**src/rtl/mux_rr_arbiter_pkg.sv**
```systemverilog
// rtl/mux_rr_arbiter_pkg.sv - shared state encodings and requester count for the round-robin arbiter
package mux_rr_arbiter_pkg;

  typedef enum logic {
    ST_IDLE  = 1'b0,
    ST_GRANT = 1'b1
  } state_t;

  localparam int NREQ = 4;

endpackage

```
**src/rtl/mux_rr_arbiter_if.sv**
```systemverilog
// rtl/mux_rr_arbiter_if.sv - requester/consumer bundle between the arbiter and its environment
interface mux_rr_arbiter_if #(
  parameter int W = 8
);
  import mux_rr_arbiter_pkg::*;

  logic [NREQ-1:0] req;
  logic [W-1:0]    d0;
  logic [W-1:0]    d1;
  logic [W-1:0]    d2;
  logic [W-1:0]    d3;
  logic            out_ready;
  logic            out_valid;
  logic [W-1:0]    out_data;
  logic [NREQ-1:0] gnt;
  logic [1:0]      sel;
  logic [NREQ-1:0] ack;

  // master: requesters plus consumer side; slave: the arbiter
  modport master (
    output req, d0, d1, d2, d3, out_ready,
    input  out_valid, out_data, gnt, sel, ack
  );

  modport slave (
    input  req, d0, d1, d2, d3, out_ready,
    output out_valid, out_data, gnt, sel, ack
  );

endinterface

```
**src/rtl/mux_rr_arbiter_mux4_data.sv**
```systemverilog
// rtl/mux_rr_arbiter_mux4_data.sv - combinational 4:1 W-bit data multiplexer
module mux4_data #(
  parameter int W = 8
) (
  input  logic [W-1:0] i0,
  input  logic [W-1:0] i1,
  input  logic [W-1:0] i2,
  input  logic [W-1:0] i3,
  input  logic [1:0]   sel,
  output logic [W-1:0] o
);

  always_comb begin
    case (sel)
      2'd0:    o = i0;
      2'd1:    o = i1;
      2'd2:    o = i2;
      default: o = i3;
    endcase
  end

endmodule

```
**src/rtl/mux_rr_arbiter.sv**
```systemverilog
// rtl/mux_rr_arbiter.sv - four-way round-robin arbiter with bounded bursts driving a shared valid/ready channel
module mux_rr_arbiter #(
  parameter int W     = 8,
  parameter int BURST = 4
) (
  input  logic             clk,
  input  logic             rst_n,
  mux_rr_arbiter_if.slave  bus
);
  import mux_rr_arbiter_pkg::*;

  localparam int             CW   = (BURST > 1) ? $clog2(BURST) : 1;
  localparam logic [CW-1:0]  LAST = CW'(BURST - 1);

  state_t          r_state, w_state_nxt;
  logic [NREQ-1:0] r_gnt, w_gnt_nxt;
  logic [1:0]      r_sel, w_sel_nxt;
  logic [1:0]      r_ptr, w_ptr_nxt;
  logic [CW-1:0]   r_cnt, w_cnt_nxt;

  logic            w_found;
  logic [1:0]      w_winner;
  logic [1:0]      w_idx;
  logic            w_valid;
  logic            w_xfer;
  logic [W-1:0]    w_mux;

  // priority scan starts at ptr and wraps 3->0
  always_comb begin
    w_found  = 1'b0;
    w_winner = r_ptr;
    w_idx    = r_ptr;
    for (int k = 0; k < NREQ; k++) begin
      w_idx = r_ptr + 2'(k);
      if (!w_found && bus.req[w_idx]) begin
        w_found  = 1'b1;
        w_winner = w_idx;
      end
    end
  end

  assign w_valid = (r_state == ST_GRANT) && bus.req[r_sel];
  assign w_xfer  = w_valid && bus.out_ready;

  always_comb begin
    w_state_nxt = r_state;
    w_gnt_nxt   = r_gnt;
    w_sel_nxt   = r_sel;
    w_ptr_nxt   = r_ptr;
    w_cnt_nxt   = r_cnt;
    case (r_state)
      ST_IDLE: begin
        if (w_found) begin
          w_state_nxt = ST_GRANT;
          w_gnt_nxt   = NREQ'(1) << w_winner;
          w_sel_nxt   = w_winner;
          w_cnt_nxt   = '0;
        end
      end
      default: begin
        // a final beat and a withdrawal both release with the same pointer advance
        if ((w_xfer && r_cnt == LAST) || !bus.req[r_sel]) begin
          w_state_nxt = ST_IDLE;
          w_gnt_nxt   = '0;
          w_ptr_nxt   = r_sel + 2'd1;
          w_cnt_nxt   = '0;
        end else if (w_xfer) begin
          w_cnt_nxt   = r_cnt + CW'(1);
        end
      end
    endcase
  end

  always_ff @(posedge clk or negedge rst_n) begin
    if (!rst_n) begin
      r_state <= ST_IDLE;
      r_gnt   <= '0;
      r_sel   <= '0;
      r_ptr   <= '0;
      r_cnt   <= '0;
    end else begin
      r_state <= w_state_nxt;
      r_gnt   <= w_gnt_nxt;
      r_sel   <= w_sel_nxt;
      r_ptr   <= w_ptr_nxt;
      r_cnt   <= w_cnt_nxt;
    end
  end

  mux4_data #(.W(W)) u_mux (
    .i0  (bus.d0),
    .i1  (bus.d1),
    .i2  (bus.d2),
    .i3  (bus.d3),
    .sel (r_sel),
    .o   (w_mux)
  );

  assign bus.out_valid = w_valid;
  assign bus.out_data  = (r_state == ST_GRANT) ? w_mux : '0;
  assign bus.ack       = w_xfer ? (NREQ'(1) << r_sel) : '0;
  assign bus.gnt       = r_gnt;
  assign bus.sel       = r_sel;

endmodule

```
**src/flat_wrapper.sv**
```systemverilog
// flat-port wrapper written by rule: the top's interface ports become plain ports
module mux_rr_arbiter_flat import mux_rr_arbiter_pkg::*;
#(
  parameter int W     = 8,
  parameter int BURST = 4
)
  (clk, rst_n, bus_req, bus_d0, bus_d1, bus_d2, bus_d3, bus_out_ready, bus_out_valid, bus_out_data, bus_gnt, bus_sel, bus_ack);
  mux_rr_arbiter_if #(.W(W)) bus_i ();
  input  logic clk;
  input  logic rst_n;
  input wire logic [$bits(bus_i.req)-1:0] bus_req;
  input wire logic [$bits(bus_i.d0)-1:0] bus_d0;
  input wire logic [$bits(bus_i.d1)-1:0] bus_d1;
  input wire logic [$bits(bus_i.d2)-1:0] bus_d2;
  input wire logic [$bits(bus_i.d3)-1:0] bus_d3;
  input wire logic [$bits(bus_i.out_ready)-1:0] bus_out_ready;
  output wire logic [$bits(bus_i.out_valid)-1:0] bus_out_valid;
  output wire logic [$bits(bus_i.out_data)-1:0] bus_out_data;
  output wire logic [$bits(bus_i.gnt)-1:0] bus_gnt;
  output wire logic [$bits(bus_i.sel)-1:0] bus_sel;
  output wire logic [$bits(bus_i.ack)-1:0] bus_ack;
  assign bus_i.req = bus_req;
  assign bus_i.d0 = bus_d0;
  assign bus_i.d1 = bus_d1;
  assign bus_i.d2 = bus_d2;
  assign bus_i.d3 = bus_d3;
  assign bus_i.out_ready = bus_out_ready;
  assign bus_out_valid = bus_i.out_valid;
  assign bus_out_data = bus_i.out_data;
  assign bus_gnt = bus_i.gnt;
  assign bus_sel = bus_i.sel;
  assign bus_ack = bus_i.ack;
  mux_rr_arbiter #(.W(W), .BURST(BURST)) u_core (.clk(clk), .rst_n(rst_n), .bus(bus_i));
endmodule
```
**config.mk**
```make
export PLATFORM = sky130hd
export DESIGN_NAME = mux_rr_arbiter_flat
export DESIGN_NICKNAME = d
export VERILOG_FILES = /design/src/rtl/mux_rr_arbiter_pkg.sv /design/src/rtl/mux_rr_arbiter_if.sv /design/src/rtl/mux_rr_arbiter_mux4_data.sv /design/src/rtl/mux_rr_arbiter.sv /design/src/flat_wrapper.sv
export SDC_FILE = /design/constraint.sdc
export NUM_CORES = 1
export LEC_CHECK = 0
export CAP_MARGIN = 25
export CORE_MARGIN = 10
export CORE_UTILIZATION = 30
export DETAILED_ROUTE_END_ITERATION = 8
export GPL_TIMING_DRIVEN = 0
export PLACE_DENSITY = 0.68
export SLEW_MARGIN = 40
export SYNTH_ARGS = -nofsm -noshare
export SYNTH_HDL_FRONTEND = slang
export SYNTH_HIERARCHICAL = 1
export SYNTH_SLANG_ARGS = --single-unit
```
**constraint.sdc**
```tcl
create_clock -name clk -period 3.15 [get_ports clk]
set_input_delay 0.315 -clock clk [delete_from_list [all_inputs] [get_ports clk]]
set_output_delay 0.315 -clock clk [all_outputs]
set_load 0.05 [all_outputs]
```
==> results of run 1 <==
per-layer routing:
metal | up-vias | routed length [um] | track usage, %
met5 | - | 0 | 0
met3 | 3 | 226 | 2.865
met4 | 0 | 22 | 2.474
met1 | 443 | 1340 | 12.51
met2 | 42 | 1464 | 18.79
li1 | 438 | - | -
power by group through the flow:
stage	clock [mW]	combinational, mW	sequential, mW
floorplan	0	0.680	0.398
global placement	0	1.16	0.278
detailed placement	0	1.17	0.281
CTS	0.0976	1.17	0.280
global route	0.102	1.25	0.292
finish	0.0973	1.16	0.279
cell families after synthesis:
logic type | after synthesis | share of synthesized area (%)
simple gates | 31 | 19.76
compound gates | 18 | 15.26
buf+inv | 7 | 3.813
fa+ha+maj | 5 | 6.812
flops | 11 | 29.97
mux | 11 | 24.39
Yosys cell counts (all sizes together), types with 3 or more instances:
| cell | n | area, um2 |
|---|---|---|
| a21oi | 3 | 15.01 |
| a22o | 3 | 28.78 |
| and2 | 8 | 50.05 |
| and3 | 4 | 25.02 |
| dfrtp | 11 | 275.3 |
| ha | 5 | 62.56 |
| inv | 4 | 15.01 |
| mux4 | 9 | 202.7 |
| nand2 | 5 | 18.77 |
| nor2 | 3 | 11.26 |
| o21ai | 5 | 25.02 |
layout make-up:
type,count,area (um2)
multi-input cells,65,608.1
plain buffers,3,20.02
fillers,285,1446
inverters,4,15.01
repair buffers,57,570.5
flip-flops and latches,11,275.3
well taps,33,41.29
clock buffers,4,26.28
state kept, by name (all words and copies together), names as in the netlist:
register / flops
u_core/bus.gnt: 4
u_core/bus.sel: 2
u_core/r_cnt: 2
u_core/r_ptr: 2
u_core/r_state: 1
worst max-delay path, cell delays in order:
cell and delay [ns]:
clkdlybuf4s50_1 0.52, mux4_2 0.55, nand2_1 0.14, inv_1 0.09
and3_1 0.18, clkdlybuf4s50_1 0.70
path summary, 6_finish.rpt:
| kind | endpoint | depth (start not counted) | start |
|---|---|---|---|
| setup / recovery | bus_ack[2] | 6 | bus_req[3] |
| hold / removal | u_core/bus.gnt[1] | 1 | rst_n |
| setup reg to reg | u_core/r_cnt[0] | 4 | u_core/bus.sel[0] |
| hold reg to reg | u_core/bus.gnt[3] | 1 | u_core/bus.gnt[3] |
| max in group asynchronous | u_core/r_cnt[0] | 1 | rst_n |
| min in group clk | u_core/bus.gnt[3] | 1 | u_core/bus.gnt[3] |
metrics by stage:
stage	hold WS (ns)	utilization, %
2_1_floorplan	0.01941	-
3_3_place_gp	0.4801	50.96
3_5_place_dp	0.4784	50.96
4_1_cts	0.3842	51.83
5_1_grt	0.4122	51.83
6_report	0.3744	51.83
==> flow_summary.yaml, run 1 <==
drt:
  drtPass1Iterations: 4
  wl_per_cell_um: 17.25
  routed_via_density: 5.232
  drtAntennaViolNets: 0
  drtIter0Drc: 19
  vias: 926
  route.detailed.drc: 0
  wl_um: 3053
timing:
  period_share_pct: 89.89
  fin_crit_ns: 2.832
  fin_skew_ns: 0.006301
  setup_ws_ns: 0.3183
  finalSetupViolations: 0
  final.setup.tns_ns: 0
  slew_headroom_pct: 64.92
  rsz0062_at_grt: "no"
  final_max_slew_viol_count: 0
  worstMarginPinSlew_ns: 0.5246
  hold_violations: 0
  fmax_mhz: 353.1
place:
  place_hpwl_um: 2612
  place.gp.congestion: 0.7633
  place_inst: 173
  post-place-ws_ns: 0.3318
  io_buffers: 57
  dpl_cell_area_mm2: 0.001530
power:
  switching_share_pct: 52.30
  leakage_nw: 0.6429
  p_per_area_mw_per_mm2: 989.5
  p_sw_uw: 805.5
  pwr-share-seq_pct: 18.1
  irDropWorstVdd_uv: 714.6
  power_mw: 1.540
  p_clk_share_pct: 6.3
  combPwrFrac_pct: 75.6
  p_int_uw: 734.7
finish:
  final_cells: 177
  layout-drive-gt1-share_pct: 14.58
  final_common_cell: "clkdlybuf4s50_1"
  final_cell_mix: "clkdlybuf4s50_1 (57), dfrtp_1 (11), mux4_2 (9)"
  stdcell_area_mm2: 0.001556
  diodes: 0
  area_growth_pct: 69.48
  nets: 189
clock_tree:
  cts_tree: "yes"
  worstSkewPairLatency_ns: 0.27
  cts_setup_buffers: 0
  holdBufCountCts: 0
  cts.clk_slew.worst_paths_ns: 0.07
  root_buffer: "clkbuf_4"
  numCtsBuffers: 3
  htreeDepth: 1
  clock_sinks: 11
  ctsResizeCount: 0
  max-clock-path-buffers: 2
grt:
  track_usage_pct: 10.66
  grt_max_degree: 12
  antenna_found_initial: 0
  grt_overflow: 0
  grt_pass1_vias: 965
  grt_pass1_wl_um: 4726
synthesis:
  syn-cell-area_um2: 918.4
  avgSynthCellArea_um2: 11.06
  async_flop_share_pct: 100.0
  synth_edf_count: 0
  synth_ff_type: "dfrtp_1"
  yosysUniqueCellTypes: 33
  yosys_register_bits: 11
  syn_nets: 127
  synth.yosys.warnings: 6
  yosysSeqAreaShare_pct: 29.97
  synthCells: 83
worst_hold_path:
  hp-class: "in -> async"
floorplanning:
  dieHeight_um: 75.33
  die_area_mm2: 0.005675
  rows: 20
  core_mm2: 0.003003
  chipWidth_um: 75.33
  io_pins: 58
  initial_core_util_pct: 30.58
worst_setup_path:
  critPathKind: "in -> out"
  cp-start-kind: "input pin"
  r2r_slack_ns: 1.45
  crit_required_ns: 2.83
  path_max_fanout: 8
  critPathArrivalTime_ns: 2.52
  cp-end-kind: "output port"
flow_run:
  cap_violations: 0
outcome:
  status: "complete, no violations"
Note: power is estimated with default switching activity, not from simulation.
==> inputs of run 2 (changes only) <==
--- a/config.mk
+++ b/config.mk
@@ -6,6 +6,7 @@
 export NUM_CORES = 1
 export LEC_CHECK = 0
 export CAP_MARGIN = 25
+export CORE_ASPECT_RATIO = 1.4
 export CORE_MARGIN = 10
 export CORE_UTILIZATION = 30
 export DETAILED_ROUTE_END_ITERATION = 8
==> run 2 against run 1 <==
Combinational power hardly changed; die area is 0.55% higher; largest power group unchanged; critical endpoint is now bus_ack[3]; worst hold slack improved by 0.030 ns; largest cell class unchanged.
==> flow_summary.yaml, run 2 (same netlist as run 1, synthesis figures left out) <==
drt:
  vias: 908
  drtPass1Iterations: 5
  routed_via_density: 5.017
  drtAntennaViolNets: 0
  wl_um: 3139
  route.detailed.drc: 0
  drtIter0Drc: 27
  wl_per_cell_um: 17.34
place:
  place_inst: 177
  dpl_cell_area_mm2: 0.001535
  io_buffers: 57
  place_hpwl_um: 2642
  place.gp.congestion: 0.7677
finish:
  nets: 189
  layout-drive-gt1-share_pct: 14.58
  final_common_cell: "clkdlybuf4s50_1"
  stdcell_area_mm2: 0.001580
  final_cells: 181
  final_cell_mix: "clkdlybuf4s50_1 (57), dfrtp_1 (11), mux4_2 (9)"
  area_growth_pct: 72.07
  diodes: 0
  largest_register_ffs: 4
timing:
  final.setup.tns_ns: 0
  slew_headroom_pct: 65.49
  rsz0062_at_grt: "no"
  hold_violations: 0
  fin_crit_ns: 2.815
  fmax_mhz: 355.3
  worstMarginPinSlew_ns: 0.5160
  fin_skew_ns: 0.0008403
  period_share_pct: 89.35
  finalSetupViolations: 0
  final_max_slew_viol_count: 0
floorplanning:
  die_area_mm2: 0.005706
  chipWidth_um: 66.76
  rows: 23
  initial_core_util_pct: 31.60
  core_mm2: 0.002907
  io_pins: 58
  dieHeight_um: 85.47
clock_tree:
  numCtsBuffers: 3
  holdBufCountCts: 0
  cts_setup_buffers: 0
  cts.clk_slew.worst_paths_ns: 0.05
  htreeDepth: 1
  worstSkewPairLatency_ns: 0.24
  ctsResizeCount: 0
  root_buffer: "clkbuf_8"
  clock_sinks: 11
  cts_tree: "yes"
  max-clock-path-buffers: 2
worst_setup_path:
  cp-end-kind: "output port"
  rr_startpoint: "u_core/bus.sel[0]"
  critPathKind: "in -> out"
  path_max_fanout: 8
  crit_required_ns: 2.83
  cpMostUsedCell: "clkdlybuf4s50_1"
  cp-start-kind: "input pin"
  cp_slowest_cell: "clkdlybuf4s50_1"
  critPathArrivalTime_ns: 2.50
  rr_worst_depth: 4
  cpPeakStageDelay_ns: 0.70
  critPathBufInv: 3
  r2r_slack_ns: 1.46
  crit_chain: "clkdlybuf4s50_1, mux4_2, nand2_1, inv_1, and3_1, clkdlybuf4s50_1"
  r2r-end: "u_core/r_cnt[0]"
  crit_family: "buffers and inverters"
grt:
  antenna_found_initial: 0
  grt_max_degree: 12
  grt_pass1_wl_um: 5133
  track_usage_pct: 11.25
  grt_pass1_vias: 952
  grt_overflow: 0
power:
  irDropWorstVdd_uv: 638.1
  leakage_nw: 0.6507
  p_per_area_mw_per_mm2: 1002
flow_run:
  cap_violations: 0
outcome:
  status: "complete, no violations"
worst_hold_path:
  hp-class: "in -> async"
==> run 2: area by class of cell <==
type | count | area, um2
fill | 255 | 1326
multi-input combinational | 65 | 608.1
timing repair buffer | 57 | 570.5
sequential | 11 | 275.3
tap | 37 | 46.29
clock buffer | 4 | 45.04
buffer | 3 | 20.02
inverter | 4 | 15.01
==> run 2: how the worst max path moves through the flow <==
stage                      start          to  slack, ns  cells after the start
4_1_cts               bus_req[3]  bus_ack[2]       0.32                      6
6_report              bus_req[3]  bus_ack[3]       0.34                      6
2_1_floorplan  u_core/bus.sel[0]  bus_ack[0]       0.73                      4
5_1_grt               bus_req[3]  bus_ack[1]       0.22                      6
3_3_place_gp          bus_req[3]  bus_ack[3]       0.36                      6
3_5_place_dp          bus_req[3]  bus_ack[2]       0.33                      6
==> run 2: through the flow <==
stage / total power [mW] / hold slack [ns] / utilization [%] / setup slack (ns)
global route: 1.688 / 0.4498 / 54.37 / 0.2157
CTS: 1.598 / 0.4172 / 54.37 / 0.3178
global placement: 1.437 / 0.4765 / 52.82 / 0.3620
finish: 1.583 / 0.4044 / 54.37 / 0.3354
floorplan: 1.078 / 0.01941 / - / 0.7305
detailed placement: 1.454 / 0.4734 / 52.82 / 0.3254
==> run 2: power breakdown <==
group | total (mW) | internal, mW | switching [mW]
clock | 0.139 | 0.0887 | 0.0508
combinational | 1.16 | 0.479 | 0.683
sequential | 0.281 | 0.207 | 0.0738
total | 1.58 | 0.775 | 0.808
==> run 2: metal layers <==
layer	routed length (um)	global-route usage, %	vias to the layer above	share of wire (%)
met5	0	0	-	0
met4	12	2.868	0	0.38
met3	326	3.947	2	10
met2	1417	18.17	48	45
met1	1381	13.62	419	44
li1	-	-	439	-
==> inputs of run 3 (changes only) <==
--- a/config.mk
+++ b/config.mk
@@ -11,7 +11,7 @@
 export CORE_UTILIZATION = 30
 export DETAILED_ROUTE_END_ITERATION = 8
 export GPL_TIMING_DRIVEN = 0
-export PLACE_DENSITY = 0.68
+export PLACE_DENSITY = 0.71
 export SLEW_MARGIN = 40
 export SYNTH_ARGS = -nofsm -noshare
 export SYNTH_HDL_FRONTEND = slang
==> constraint.sdc (replaced) <==
create_clock -name clk -period 2.36 [get_ports clk]
set_input_delay 0.236 -clock clk [delete_from_list [all_inputs] [get_ports clk]]
set_output_delay 0.236 -clock clk [all_outputs]
set_load 0.05 [all_outputs]
==> run 3 against run 2 <==
Via count rose by 3.5%; worst hold slack got worse by 0.068 ns; non-clock buffer count did not move; core utilization fell by 1.0 points; cell area fell by 1.9%; largest power group unchanged; flip-flop and latch count did not move; critical path type is now reg -> out; register-to-register slack got worse by 0.71 ns; critical path depth fell by 2.
==> flow_summary.yaml, run 3 (same netlist as run 1, synthesis figures left out) <==
place:
  place_inst: 177
  post-place-ws_ns: -0.3022
  place.gp.congestion: 0.8668
  io_buffers: 57
  dpl_cell_area_mm2: 0.001535
  place_hpwl_um: 2726
power:
  p_per_area_mw_per_mm2: 1317
  switching_share_pct: 52.72
  power_mw: 2.042
  pwr-share-seq_pct: 18.4
  combPwrFrac_pct: 72.6
  p_clk_share_pct: 9.1
  irDropWorstVdd_uv: 823.6
  leakage_nw: 0.6811
  p_sw_mw: 1.077
  p_int_uw: 965.4
timing:
  final.setup.tns_ns: 0
  whs_ns: 0.3362
  finalSetupViolations: 0
  setup_ws_ns: 0.1646
  rsz0062_at_grt: "no"
  fmax_mhz: 455.5
  slew_headroom_pct: 64.99
  fin_skew_ns: 0.001496
  hold_violations: 0
  worstMarginPinSlew_ns: 0.5236
  period_share_pct: 93.03
  final_max_slew_viol_count: 0
  fin_crit_ns: 2.195
drt:
  vias: 940
  drtPass1Iterations: 4
  wl_per_cell_um: 18.00
  route.detailed.drc: 0
  routed_via_density: 5.193
  drtAntennaViolNets: 0
  wl_um: 3258
  drtIter0Drc: 24
worst_setup_path:
  r2r-end: "u_core/r_cnt[0]"
  cp-start-kind: "register"
  critPathArrivalTime_ns: 1.96
  r2r_slack_ns: 0.75
  path_max_fanout: 8
  crit_required_ns: 2.12
  critPathKind: "reg -> out"
  startpoint: "u_core/bus.sel[0]"
  crit_chain: "buf_6, mux4_2, and2_1, dlygate4sd2_1"
  rr_startpoint: "u_core/bus.sel[0]"
  cpPeakStageDelay_ns: 0.51
  cp-end-kind: "output port"
  rr_worst_depth: 4
  cp_slowest_cell: "mux4_2"
floorplanning:
  chipWidth_um: 66.76
  rows: 23
  initial_core_util_pct: 31.60
  die_area_mm2: 0.005706
  core_mm2: 0.002907
  io_pins: 58
  dieHeight_um: 85.47
finish:
  stdcell_area_mm2: 0.001550
  layout-drive-gt1-share_pct: 18.06
  diodes: 0
  final_cell_mix: "clkdlybuf4s50_1 (44), dfrtp_1 (10), dlygate4sd2_1 (9), mux4_2 (9), and2_1 (8)"
  area_growth_pct: 68.80
  fillers: 262
  largest_register_ffs: 4
  nets: 189
  final_common_cell: "clkdlybuf4s50_1"
  final_cells: 181
  final_core_util_pct: 53.34
worst_hold_path:
  hp-class: "in -> async"
grt:
  grt_pass1_wl_um: 4981
  grt_max_degree: 12
  grt_overflow: 0
  track_usage_pct: 11.12
  antenna_found_initial: 0
  grt_pass1_vias: 963
flow_run:
  cap_violations: 0
clock_tree:
  max-clock-path-buffers: 2
  clock_sinks: 11
  worstSkewPairLatency_ns: 0.23
  cts_tree: "yes"
  root_buffer: "clkbuf_8"
  holdBufCountCts: 0
  htreeDepth: 1
  cts.clk_slew.worst_paths_ns: 0.05
  numCtsBuffers: 3
outcome:
  status: "complete, no violations"
==> run 3: critical path: cells and delay by family (launching register included) <==
kind                   cells  cell delay [ns]
buffers and inverters      2             0.61
muxes                      1             0.51
DFF                        1             0.44
and+or+nand+nor            1             0.16
==> run 3: worst max path at each step <==
stage	to	slack, ns	depth (start not counted)
floorplan	bus_ack[0]	0.02	4
global placement	bus_ack[0]	-0.28	6
detailed placement	bus_ack[0]	-0.30	6
CTS	bus_ack[0]	-0.01	6
global route	bus_ack[1]	0.08	6
finish	bus_out_data[5]	0.16	4
==> run 3: timing repair <==
| action | CTS | global route |
|---|---|---|
| endpoints found under the setup margin | 13 | 4 |
| pin swaps | 0 | 0 |
| gates resized for setup | 16 | 8 |
| setup buffers | 0 | 0 |
==> run 3: power by group through the flow <==
| stage | clock, mW | sequential, mW | combinational, mW |
|---|---|---|---|
| after floorplan | 0 | 0.531 | 0.908 |
| final | 0.185 | 0.375 | 1.48 |
| after CTS | 0.190 | 0.376 | 1.50 |
| after global placement | 0 | 0.371 | 1.55 |
| after detailed placement | 0 | 0.374 | 1.57 |
| after global routing | 0.200 | 0.390 | 1.58 |
==> run 3: area by class of cell <==
type	count	area, um2	area share, %
Sequential cell	11	276.5	17.84
Tap cell	37	46.29	2.986
Inverter	4	15.01	0.9685
Multi-Input combinational cell	65	608.1	39.23
Buffer	3	20.02	1.291
Timing Repair Buffer	57	539.3	34.79
Clock buffer	4	45.04	2.906
==> run 3: metal layers <==
| layer | vias up | GRT usage, % | wire (um) |
|---|---|---|---|
| met1 | 442 | 13.55 | 1520 |
| met2 | 53 | 17.65 | 1403 |
| li1 | 441 | - | - |
| met5 | - | 0 | 0 |
| met4 | 0 | 3.442 | 29 |
| met3 | 4 | 3.816 | 304 |
